$ cat src/rtl/fp_round_pack.sv
// Rounding/packing stage: normalise an unpacked {sign, exp, frac}, round per MIPS RM,
// pack to IEEE-754 with inexact/overflow/underflow flags. Pipeline st0 -> st1 -> out.
module fp_round_pack #(
    parameter int exp_width  = 11,
    parameter int frac_width = 52,
    parameter int info_width = 1
) (
    input  logic                                clk,
    input  logic                                reset,
    input  logic                                flush,
    input  logic                                a_wait,
    output logic                                busy,
    input  logic                                in_sign,
    input  logic [exp_width+1:0]                in_exp,
    input  logic [2*frac_width+3:0]             in_frac,
    input  logic [1:0]                          rm,
    input  logic [info_width-1:0]               info_in,
    output logic [info_width-1:0]               info_out,
    output logic [exp_width+frac_width:0]       result,
    output logic                                flag_inexact,
    output logic                                flag_overflow,
    output logic                                flag_underflow
);

    localparam int EW = exp_width;
    localparam int FW = frac_width;
    localparam int IW = info_width;
    localparam int XW = exp_width + 3;

    localparam logic [1:0] RM_RN = 2'b00;
    localparam logic [1:0] RM_RZ = 2'b01;
    localparam logic [1:0] RM_RP = 2'b10;
    localparam logic [1:0] RM_RM = 2'b11;

    localparam logic signed [XW-1:0] EXP_SAT  = {3'b000, {EW{1'b1}}};
    localparam logic signed [XW-1:0] EXP_ZERO = {XW{1'b0}};

    function automatic logic round_inc(input logic [1:0] mode, input logic sgn,
                                       input logic lsb, input logic g, input logic s);
        logic inc;
        case (mode)
            RM_RN:   inc = g & (s | lsb);
            RM_RZ:   inc = 1'b0;
            RM_RP:   inc = ~sgn & (g | s);
            RM_RM:   inc = sgn & (g | s);
            default: inc = 1'b0;
        endcase
        return inc;
    endfunction

    // Sideband advance: stall holds everything, flush still drops the valid bit.
    function automatic logic [IW-1:0] info_step(input logic [IW-1:0] cur, input logic [IW-1:0] nxt,
                                                input logic fl, input logic wt);
        logic [IW-1:0] r;
        r    = wt ? cur : nxt;
        r[0] = fl ? 1'b0 : r[0];
        return r;
    endfunction

    logic signed [XW-1:0] exp_ext_s;
    logic signed [XW-1:0] exp_norm_s;
    logic [FW-1:0]        frac_norm_s;
    logic                 guard_s;
    logic                 sticky_s;
    logic                 zero_s;

    logic                 s0_sign_r;
    logic signed [XW-1:0] s0_exp_r;
    logic [FW-1:0]        s0_frac_r;
    logic                 s0_guard_r;
    logic                 s0_sticky_r;
    logic                 s0_zero_r;
    logic [1:0]           s0_rm_r;
    logic [IW-1:0]        s0_info_r;

    logic                 inc_s;
    logic                 carry_s;
    logic [FW-1:0]        frac_sum_s;
    logic signed [XW-1:0] exp_rnd_s;
    logic [FW-1:0]        frac_rnd_s;

    logic                 s1_sign_r;
    logic signed [XW-1:0] s1_exp_r;
    logic [FW-1:0]        s1_frac_r;
    logic                 s1_inexact_r;
    logic                 s1_zero_r;
    logic [1:0]           s1_rm_r;
    logic [IW-1:0]        s1_info_r;

    logic                 to_inf_s;
    logic [EW+FW:0]       pk_res_s;
    logic                 pk_ix_s;
    logic                 pk_ov_s;
    logic                 pk_uf_s;

    logic [EW+FW:0]       result_r;
    logic [IW-1:0]        info_out_r;
    logic                 inexact_r;
    logic                 overflow_r;
    logic                 underflow_r;

    // Normalise: bits shifted out fold into the sticky OR below the guard bit.
    always_comb begin
        exp_ext_s = {in_exp[EW+1], in_exp};
        zero_s    = (in_frac == '0);
        if (in_frac[2*FW+3]) begin
            exp_norm_s  = exp_ext_s + XW'(2'd2);
            frac_norm_s = in_frac[2*FW+2:FW+3];
            guard_s     = in_frac[FW+2];
            sticky_s    = |in_frac[FW+1:0];
        end else if (in_frac[2*FW+2]) begin
            exp_norm_s  = exp_ext_s + XW'(2'd1);
            frac_norm_s = in_frac[2*FW+1:FW+2];
            guard_s     = in_frac[FW+1];
            sticky_s    = |in_frac[FW:0];
        end else begin
            exp_norm_s  = exp_ext_s;
            frac_norm_s = in_frac[2*FW:FW+1];
            guard_s     = in_frac[FW];
            sticky_s    = |in_frac[FW-1:0];
        end
    end

    // st0 register: normalised operand.
    always_ff @(posedge clk or posedge reset) begin
        if (reset) begin
            s0_sign_r   <= 1'b0;
            s0_exp_r    <= '0;
            s0_frac_r   <= '0;
            s0_guard_r  <= 1'b0;
            s0_sticky_r <= 1'b0;
            s0_zero_r   <= 1'b0;
            s0_rm_r     <= 2'b00;
            s0_info_r   <= '0;
        end else begin
            if (!a_wait) begin
                s0_sign_r   <= in_sign;
                s0_exp_r    <= exp_norm_s;
                s0_frac_r   <= frac_norm_s;
                s0_guard_r  <= guard_s;
                s0_sticky_r <= sticky_s;
                s0_zero_r   <= zero_s;
                s0_rm_r     <= rm;
            end
            s0_info_r <= info_step(s0_info_r, info_in, flush, a_wait);
        end
    end

    // Round: a carry out of the all-ones fraction bumps the hidden bit into the exponent.
    always_comb begin
        inc_s                 = round_inc(s0_rm_r, s0_sign_r, s0_frac_r[0], s0_guard_r, s0_sticky_r);
        {carry_s, frac_sum_s} = {1'b0, s0_frac_r} + {{FW{1'b0}}, inc_s};
        if (carry_s) begin
            exp_rnd_s  = s0_exp_r + XW'(1'b1);
            frac_rnd_s = '0;
        end else begin
            exp_rnd_s  = s0_exp_r;
            frac_rnd_s = frac_sum_s;
        end
    end

    // st1 register: rounded operand.
    always_ff @(posedge clk or posedge reset) begin
        if (reset) begin
            s1_sign_r    <= 1'b0;
            s1_exp_r     <= '0;
            s1_frac_r    <= '0;
            s1_inexact_r <= 1'b0;
            s1_zero_r    <= 1'b0;
            s1_rm_r      <= 2'b00;
            s1_info_r    <= '0;
        end else begin
            if (!a_wait) begin
                s1_sign_r    <= s0_sign_r;
                s1_exp_r     <= exp_rnd_s;
                s1_frac_r    <= frac_rnd_s;
                s1_inexact_r <= s0_guard_r | s0_sticky_r;
                s1_zero_r    <= s0_zero_r;
                s1_rm_r      <= s0_rm_r;
            end
            s1_info_r <= info_step(s1_info_r, s0_info_r, flush, a_wait);
        end
    end

    // Pack with range check on the post-rounding exponent.
    always_comb begin
        to_inf_s = (s1_rm_r == RM_RN) | ((s1_rm_r == RM_RP) & ~s1_sign_r) |
                   ((s1_rm_r == RM_RM) & s1_sign_r);
        if (s1_zero_r) begin
            pk_res_s = {s1_sign_r, {(EW+FW){1'b0}}};
            pk_ix_s  = 1'b0;
            pk_ov_s  = 1'b0;
            pk_uf_s  = 1'b0;
        end else if (s1_exp_r >= EXP_SAT) begin
            if (to_inf_s) begin
                pk_res_s = {s1_sign_r, {EW{1'b1}}, {FW{1'b0}}};
            end else begin
                pk_res_s = {s1_sign_r, {(EW-1){1'b1}}, 1'b0, {FW{1'b1}}};
            end
            pk_ix_s = 1'b1;
            pk_ov_s = 1'b1;
            pk_uf_s = 1'b0;
        end else if (s1_exp_r <= EXP_ZERO) begin
            pk_res_s = {s1_sign_r, {(EW+FW){1'b0}}};
            pk_ix_s  = 1'b1;
            pk_ov_s  = 1'b0;
            pk_uf_s  = 1'b1;
        end else begin
            pk_res_s = {s1_sign_r, s1_exp_r[EW-1:0], s1_frac_r};
            pk_ix_s  = s1_inexact_r;
            pk_ov_s  = 1'b0;
            pk_uf_s  = 1'b0;
        end
    end

    // Output register: flags only survive alongside a valid result.
    always_ff @(posedge clk or posedge reset) begin
        if (reset) begin
            result_r    <= '0;
            info_out_r  <= '0;
            inexact_r   <= 1'b0;
            overflow_r  <= 1'b0;
            underflow_r <= 1'b0;
        end else begin
            if (!a_wait) begin
                result_r <= pk_res_s;
            end
            if (flush) begin
                inexact_r   <= 1'b0;
                overflow_r  <= 1'b0;
                underflow_r <= 1'b0;
            end else if (!a_wait) begin
                inexact_r   <= pk_ix_s & s1_info_r[0];
                overflow_r  <= pk_ov_s & s1_info_r[0];
                underflow_r <= pk_uf_s & s1_info_r[0];
            end else begin
                inexact_r   <= inexact_r;
                overflow_r  <= overflow_r;
                underflow_r <= underflow_r;
            end
            info_out_r <= info_step(info_out_r, s1_info_r, flush, a_wait);
        end
    end

    assign busy           = a_wait;
    assign result         = result_r;
    assign info_out       = info_out_r;
    assign flag_inexact   = inexact_r;
    assign flag_overflow  = overflow_r;
    assign flag_underflow = underflow_r;

endmodule

$ cat config.mk
export PLATFORM = sky130hd
export DESIGN_NAME = fp_round_pack
export DESIGN_NICKNAME = d
export VERILOG_FILES = /design/src/rtl/fp_round_pack.sv
export SDC_FILE = /design/constraint.sdc
export NUM_CORES = 1
export LEC_CHECK = 0
export CAP_MARGIN = 10
export CELL_PAD_IN_SITES_DETAIL_PLACEMENT = 2
export CELL_PAD_IN_SITES_GLOBAL_PLACEMENT = 2
export CORE_ASPECT_RATIO = 0.5
export CORE_MARGIN = 2
export CORE_UTILIZATION = 44
export CTS_BUF_LIST = sky130_fd_sc_hd__clkbuf_8
export DETAILED_ROUTE_END_ITERATION = 8
export DONT_BUFFER_PORTS = 1
export PLACE_DENSITY_LB_ADDON = 0.25
export SYNTH_ARGS = -nofsm -noshare
export SYNTH_HDL_FRONTEND = slang
export SYNTH_SLANG_ARGS = --single-unit
$ cat constraint.sdc
create_clock -name clk -period 15.95 [get_ports clk]
set_clock_uncertainty 0.05 [all_clocks]
set_input_delay 0 -clock clk [delete_from_list [all_inputs] [get_ports clk]]
set_output_delay 0 -clock clk [all_outputs]
set_load 0.02 [all_outputs]
==> impl_metrics.env, run 1 <==
export IMPL_drt_pass1_iter_count=5
export IMPL_syn_nets=1343
export IMPL_rsz0062_at_grt="no"
export IMPL_die_width_um=230
export IMPL_status="finished with violations"
export IMPL_die_area_um2=26800
export IMPL_relSlewSlack_pct=-17.2
export IMPL_routabilityCongestion=0.862
export IMPL_io_buffers=0
export IMPL_post_place_cells=1467
export IMPL_drt_wl_total_um=53500
export IMPL_yosys_warnings=0
export IMPL_postRouteAntennaNets=0
export IMPL_post_cts_buffers=0
export IMPL_drc_errors=0
export IMPL_syn_inst=1209
export IMPL_grt_max_degree=337
export IMPL_ir_worst_vdd_v=0.0000790
export IMPL_ys_async_sr_fraction_pct=100
export IMPL_cts_tree="yes"
export IMPL_yosysTopAreaCell="dfrtp_1"
export IMPL_fin_area_um2=13400
export IMPL_hold_class="in2reg"
export IMPL_maxSlewViolCount=180
export IMPL_chipHeight_um=117
export IMPL_clock_insertion_delay_worst_skew_ns=0.57
export IMPL_grt_overflow=0
export IMPL_drv_cap=0
export IMPL_cp_data_required_time_ns=16.26
export IMPL_clock_sinks=213
export IMPL_synth_seq_area_share_pct=47.6
export IMPL_vias=11200
export IMPL_cts_clk_slew_worst_paths_ns=0.08
export IMPL_worst_slack_ns=11.65
export IMPL_antenna_found_initial=2
export IMPL_critPathLaunchType="flop"
export IMPL_synth_area_leaders="dfrtp_1, mux2i_1, o21ai_0"
export IMPL_p_per_area_nw_per_um2=114
export IMPL_area_growth_synth_to_final_pct=19.6
export IMPL_violations="hold timing, slew limit"
export IMPL_nNetsFinal=1429
export IMPL_finalPower_mw=1.53
export IMPL_seq_area_um2=5330
export IMPL_htreeDepth=2
export IMPL_setup_violations_final=0
export IMPL_multi_input_area_um2=5490
export IMPL_fmax_mhz=232
export IMPL_grt_usage_pct=39.4
export IMPL_post_route_period_util_pct=27.0
export IMPL_syn_mean_instance_area_um2=9.26
export IMPL_fill_cells=2540
export IMPL_cts_buffers=34
export IMPL_pin_count=198
export IMPL_dpl_instance_area_um2=11300
export IMPL_clk_path_buf_depth=3
export IMPL_rows=41
export IMPL_period_needed_ns=4.30
export IMPL_path_max_fanout=16
export IMPL_syn_area_um2=11200
export IMPL_cts_root_buf="clkbuf_8"
export IMPL_synth_main_ff_cell="dfrtp_1"
export IMPL_wl_per_cell_um=32.2
export IMPL_hold_ws_ns=-0.0735
export IMPL_grt_pass1_vias=12200
export IMPL_hold_viol_final=7
export IMPL_place_ws_ns=12.30
export IMPL_worst_pin_slew_ns=1.76
export IMPL_cp_arrival_ns=4.61
export IMPL_grt_pass1_wl_um=80100
export IMPL_ys_seq_elements=213
export IMPL_p_leak_nw=5.51
export IMPL_core_area_um2=25100
export IMPL_viasPerCell=6.75
export IMPL_start_util_pct=44.6
export IMPL_stdcell_count=1660
export IMPL_fin_tns_setup_ns=0
export IMPL_synth_cell_types=57
export IMPL_crit_path_end_kind="flop"
export IMPL_drive_gt1_share_pct=5.85
export IMPL_synth_edf_count=0
export IMPL_dpl_hpwl_um=24900
export IMPL_path_class="reg2reg"
export IMPL_first_iter_violations=1128
export IMPL_antennaDiodeCount=0
export IMPL_yosysTopAreaCellShare_pct=47.6
[worst max-delay path, cell delays in order, from the launching register on]
cell	delay, ns
dfrtp_1	0.47
nand2_1	0.16
o22ai_1	0.12
a211oi_1	0.41
ha_1	0.45
nand4_1	0.14
or4_1	0.81
or4_1	0.79
nand2_1	0.43
o21ai_0	0.25
[through the flow]
| stage | util [%] | hold slack, ns |
|---|---|---|
| 4_1_cts | 53.4 | 0.0142 |
| 3_3_place_gp | 45.1 | -0.0466 |
| 2_1_floorplan | - | 0.0131 |
| 5_1_grt | 53.4 | 0.0308 |
| 6_report | 53.4 | -0.0735 |
| 3_5_place_dp | 45.1 | -0.0459 |
[synth_stat cells (5+ instances only)]
library cell and number:
clkbuf_1 71, nor4_1 60, and4_1 7, dfrtp_1 213, nand3_1 32, a31oi_1 7, o31ai_1 8, nand4_1 36
ha_1 5, nor3_1 13, mux2_2 11, a22oi_1 7, nor2_1 91, o21ai_0 131, or3_1 8, a21oi_1 57
a211oi_1 7, mux2i_1 66, buf_1 11, a221o_1 52, xnor2_1 36, nor2b_1 13, inv_1 13, xor2_1 21
nand2_1 172, or4_1 5, and3_1 10, buf_2 5
[worst paths after layout]
kind	startpoint	end	slack (ns)	depth (start not counted)
worst max-delay path	s0_rm_r[1]	s1_frac_r[31]	11.65	9
worst min-delay path	a_wait	result[58]	-0.07	3
worst max register to register	s0_rm_r[1]	s1_frac_r[31]	11.65	9
worst min register to register	s1_frac_r[20]	s1_frac_r[20]	0.48	2
max in group asynchronous	reset	s0_frac_r[31]	14.05	3
min in group asynchronous	reset	s0_exp_r[3]	0.13	2
[layout make-up]
type	instances	share of cell area, %
multi-input cells	894	41.0
well taps	344	3.21
clock inverters	16	0.719
clock buffers	41	4.21
flip-flops and latches	213	39.8
inverters	13	0.420
repair buffers	139	10.7
[cell families (layout without fill, tap and decap cells)]
family          Yosys count  in the layout  synth area share, %
compound gates          287            287                 16.3
flops                   213            213                 47.6
simple gates            468            468                 20.6
fa+ha+maj                 5              5                0.559
buf+inv                 102            209                 3.52
xor+xnor                 57             57                 4.46
mux                      77             77                 7.01
[state kept, by name, indices dropped and copies added, names as in the netlist, 2 cells and up]
signal / flops
s1_exp_r: 14
s0_rm_r: 2
s1_rm_r: 2
result: 64
s0_exp_r: 14
s1_frac_r: 52
s0_frac_r: 52
[layer usage]
metal | wire, µm | vias up | track usage (%)
li1 | - | 4598 | -
met1 | 20900 | 5875 | 47.3
met2 | 26900 | 549 | 69.1
met3 | 3170 | 186 | 8.41
met4 | 2470 | 2 | 18.7
met5 | 13 | - | 0
[where the power goes]
part	leakage (nW)	internal (mW)	switching, mW	total (mW)
registers	2.67	0.617	0.147	0.764
logic	2.47	0.107	0.147	0.254
clock network	0.377	0.250	0.264	0.513
[cells in the final DEF (no fill, tap or decap), types with 2 or more instances in the layout]
master	Yosys	layout
nand2_1	172	172
nand4_1	36	36
nor2_1	91	91
a22oi_1	7	7
and4_1	7	7
a31oi_1	7	7
and3_1	10	10
dfrtp_1	213	213
a21oi_1	57	57
and2_1	3	3
or2_2	3	3
nor2b_1	13	13
a32oi_1	3	3
buf_4	1	3
nor4_2	0	2
xnor2_1	36	36
o21ai_0	131	131
ha_1	5	5
nand3_1	32	32
o211ai_1	2	2
or4_1	5	5
mux2i_1	66	66
buf_16	0	3
nand4_2	2	2
or3_1	8	8
xor2_1	21	21
inv_1	13	21
nor4_1	60	58
o311ai_0	2	2
a22o_1	2	2
nor3_1	13	13
mux2_2	11	11
o31ai_1	8	8
clkinv_2	0	5
nor4b_1	3	3
clkbuf_8	0	41
dlygate4sd3_1	0	132
a211oi_1	7	7
a221o_1	52	52
[repair_timing]
action,4_1_cts,5_1_grt
gates resized for setup,0,0
hold buffers,135,0
setup endpoints to repair,0,0
hold endpoints to repair,349,0
Note: power is estimated with default switching activity, not from simulation.
==> run 2, diff against run 1 <==
- ABC_AREA: default -> 1
- CORE_UTILIZATION: 44 -> 33
- clock period: 15.95 -> 3.5 ns (I/O delays scaled with it)
==> impl_metrics.env, run 2 <==
export IMPL_p_switching_mw=2.71
export IMPL_ys_seq_elements=213
export IMPL_post_route_period_util_pct=94.8
export IMPL_clk_path_buf_depth=3
export IMPL_synth_area_leaders="dfrtp_1, nand2_1, inv_1"
export IMPL_chipHeight_um=140
export IMPL_vias=12900
export IMPL_ir_worst_vdd_v=0.000185
export IMPL_grt_overflow=0
export IMPL_hold_class="in2async"
export IMPL_die_width_um=276
export IMPL_place_ws_ns=0.362
export IMPL_io_buffers=0
export IMPL_yosysTopAreaCell="dfrtp_1"
export IMPL_swShare_pct=37.0
export IMPL_syn_area_um2=12200
export IMPL_largest_register_ffs=64
export IMPL_status="finished with violations"
export IMPL_core_area_um2=36200
export IMPL_postRouteAntennaNets=0
export IMPL_final_common_cell="nand2_1"
export IMPL_drv_cap=0
export IMPL_power_internal_mw=4.61
export IMPL_hold_viol_final=0
export IMPL_htreeDepth=2
export IMPL_timing_rr_end="s1_frac_r[14]"
export IMPL_fmax_mhz=301
export IMPL_antenna_found_initial=1
export IMPL_crit_chain="inv_1 > nor2_1 > o41ai_1 > ha_1 > nand2_4 > inv_1 > nand2_1 > nor2_2 > xnor2_1 > o21ai_1 > dlygate4sd3_1"
export IMPL_finalPower_mw=7.32
export IMPL_fin_tns_setup_ns=0
export IMPL_critPathLaunchType="flop"
export IMPL_worst_pin_slew_ns=0.944
export IMPL_r2r_start="s0_sign_r"
export IMPL_yosysMostFrequentCell="nand2_1"
export IMPL_period_needed_ns=3.32
export IMPL_grt_usage_pct=28.8
export IMPL_p_seq_share_pct=47.2
export IMPL_path_class="reg2reg"
export IMPL_first_iter_violations=920
export IMPL_p_per_area_nw_per_um2=491
export IMPL_synth_cell_types=43
export IMPL_relSlewSlack_pct=37.0
export IMPL_grt_pass1_wl_um=85700
export IMPL_nNetsFinal=2005
export IMPL_area_growth_synth_to_final_pct=22.3
export IMPL_cts_buffers=36
export IMPL_r2r_setup_slack_ns=0.18
export IMPL_start_util_pct=33.7
export IMPL_pin_count=198
export IMPL_path_max_fanout=6
export IMPL_critical_path_max_stage_delay_ns=0.59
export IMPL_wl_per_cell_um=23.0
export IMPL_violations="DRC"
export IMPL_ys_async_sr_fraction_pct=100
export IMPL_routabilityCongestion=0.888
export IMPL_worst_r2r_cell_count=11
export IMPL_path_buf_inv=3
export IMPL_grt_max_degree=176
export IMPL_synth_main_ff_cell="dfrtp_1"
export IMPL_worst_slack_ns=0.183
export IMPL_grt_pass1_vias=14200
export IMPL_fin_area_um2=14900
export IMPL_post_place_cells=2165
export IMPL_cts_tree="yes"
export IMPL_hold_ws_ns=0.00659
export IMPL_pwr_share_comb_pct=19.4
export IMPL_yosys_warnings=0
export IMPL_cp_data_required_time_ns=3.90
export IMPL_fin_util_pct=41.2
export IMPL_die_area_um2=38600
export IMPL_crit_slowest_cell="dlygate4sd3_1"
export IMPL_drc_errors=5
export IMPL_cts_root_buf="clkbuf_8"
export IMPL_maxSlewViolCount=0
export IMPL_clkPwrFrac_pct=33.3
export IMPL_drive_gt1_share_pct=5.12
export IMPL_p_leak_nw=7.07
export IMPL_clock_insertion_delay_worst_skew_ns=0.59
export IMPL_drt_wl_total_um=54800
export IMPL_syn_nets=1875
export IMPL_ys_top_cells_by_count="nand2_1, dfrtp_1, inv_1"
export IMPL_clock_sinks=213
export IMPL_setup_violations_final=0
export IMPL_rsz0062_at_grt="no"
export IMPL_yosysTopAreaCellShare_pct=43.8
export IMPL_fill_cells=4217
export IMPL_synth_edf_count=0
export IMPL_syn_mean_instance_area_um2=7.00
export IMPL_worst_path_most_repeated_cell="inv_1"
export IMPL_dpl_hpwl_um=36600
export IMPL_rows=49
export IMPL_cts_clk_slew_worst_paths_ns=0.07
export IMPL_crit_path_end_kind="flop"
export IMPL_post_cts_resized=0
export IMPL_syn_inst=1741
export IMPL_final_cell_mix="nand2_1, dfrtp_1, inv_1"
export IMPL_stdcell_count=2380
export IMPL_dpl_instance_area_um2=12600
export IMPL_viasPerCell=5.40
export IMPL_cp_top_family="buffers and inverters"
export IMPL_synth_seq_area_share_pct=43.8
export IMPL_cp_arrival_ns=3.72
export IMPL_drt_pass1_iter_count=7
==> run 2: cell types whose count changed in the layout (fill, tap and decap cells not counted), sizes merged, moves of 11 or more <==
cell         before  now
nor4             61    5
nor2             91  168
a21oi            57   27
inv              22  177
nor2b            13    0
xnor2            36   13
o22ai             1   45
nand3            32   81
mux2             11    0
mux2i            66    0
a221o            52    0
nand2           172  691
dlygate4sd3     132  150
==> run 2: layer usage <==
layer | global-route usage [%] | up-vias | routed length [µm]
met2 | 43.8 | 395 | 23900
met3 | 6.59 | 105 | 3820
met4 | 6.82 | 0 | 1170
met5 | 0 | - | 0
li1 | - | 5814 | -
met1 | 41.4 | 6542 | 25900
==> run 2: cell families after synthesis <==
group	share of synthesized area [%]
fa+ha+maj	0.514
flops	43.8
xor+xnor	2.88
buf+inv	7.64
simple gates	33.5
compound gates	11.7
==> run 2: timing repair <==
action | CTS | global route
setup buffers | 0 | 0
setup endpoints to repair | 0 | 0
hold buffers | 152 | 0
hold endpoints to repair | 245 | 0
==> run 2: how the worst max path moves through the flow <==
stage              start             to  cells past startpoint
2_1_floorplan      reset   flag_inexact                      1
3_3_place_gp   s0_sign_r  s1_frac_r[49]                     11
3_5_place_dp   s0_sign_r  s1_frac_r[35]                     11
4_1_cts        s0_sign_r  s1_frac_r[14]                     11
5_1_grt           a_wait    s0_exp_r[5]                      8
6_report       s0_sign_r  s1_frac_r[14]                     11
==> run 2: power by group through the flow <==
| stage | logic, mW | registers (mW) | clock network (mW) |
|---|---|---|---|
| after floorplan | 0.865 | 3.26 | 0 |
| after global placement | 1.09 | 3.45 | 0 |
| after detailed placement | 1.15 | 3.47 | 0 |
| after CTS | 1.38 | 3.43 | 2.45 |
| after global routing | 1.61 | 3.49 | 2.60 |
| final | 1.42 | 3.45 | 2.44 |
==> run 2: final cells by class <==
class                      instances  area (µm²)  area share, %
clock inverter                    18         131          0.882
inverter                         167         633           4.25
clock buffer                      44         606           4.06
multi-input combinational       1288        5920           39.7
tap                              484         606           4.06
sequential                       213        5330           35.8
antenna                            1        2.50         0.0168
timing repair buffer             165        1670           11.2
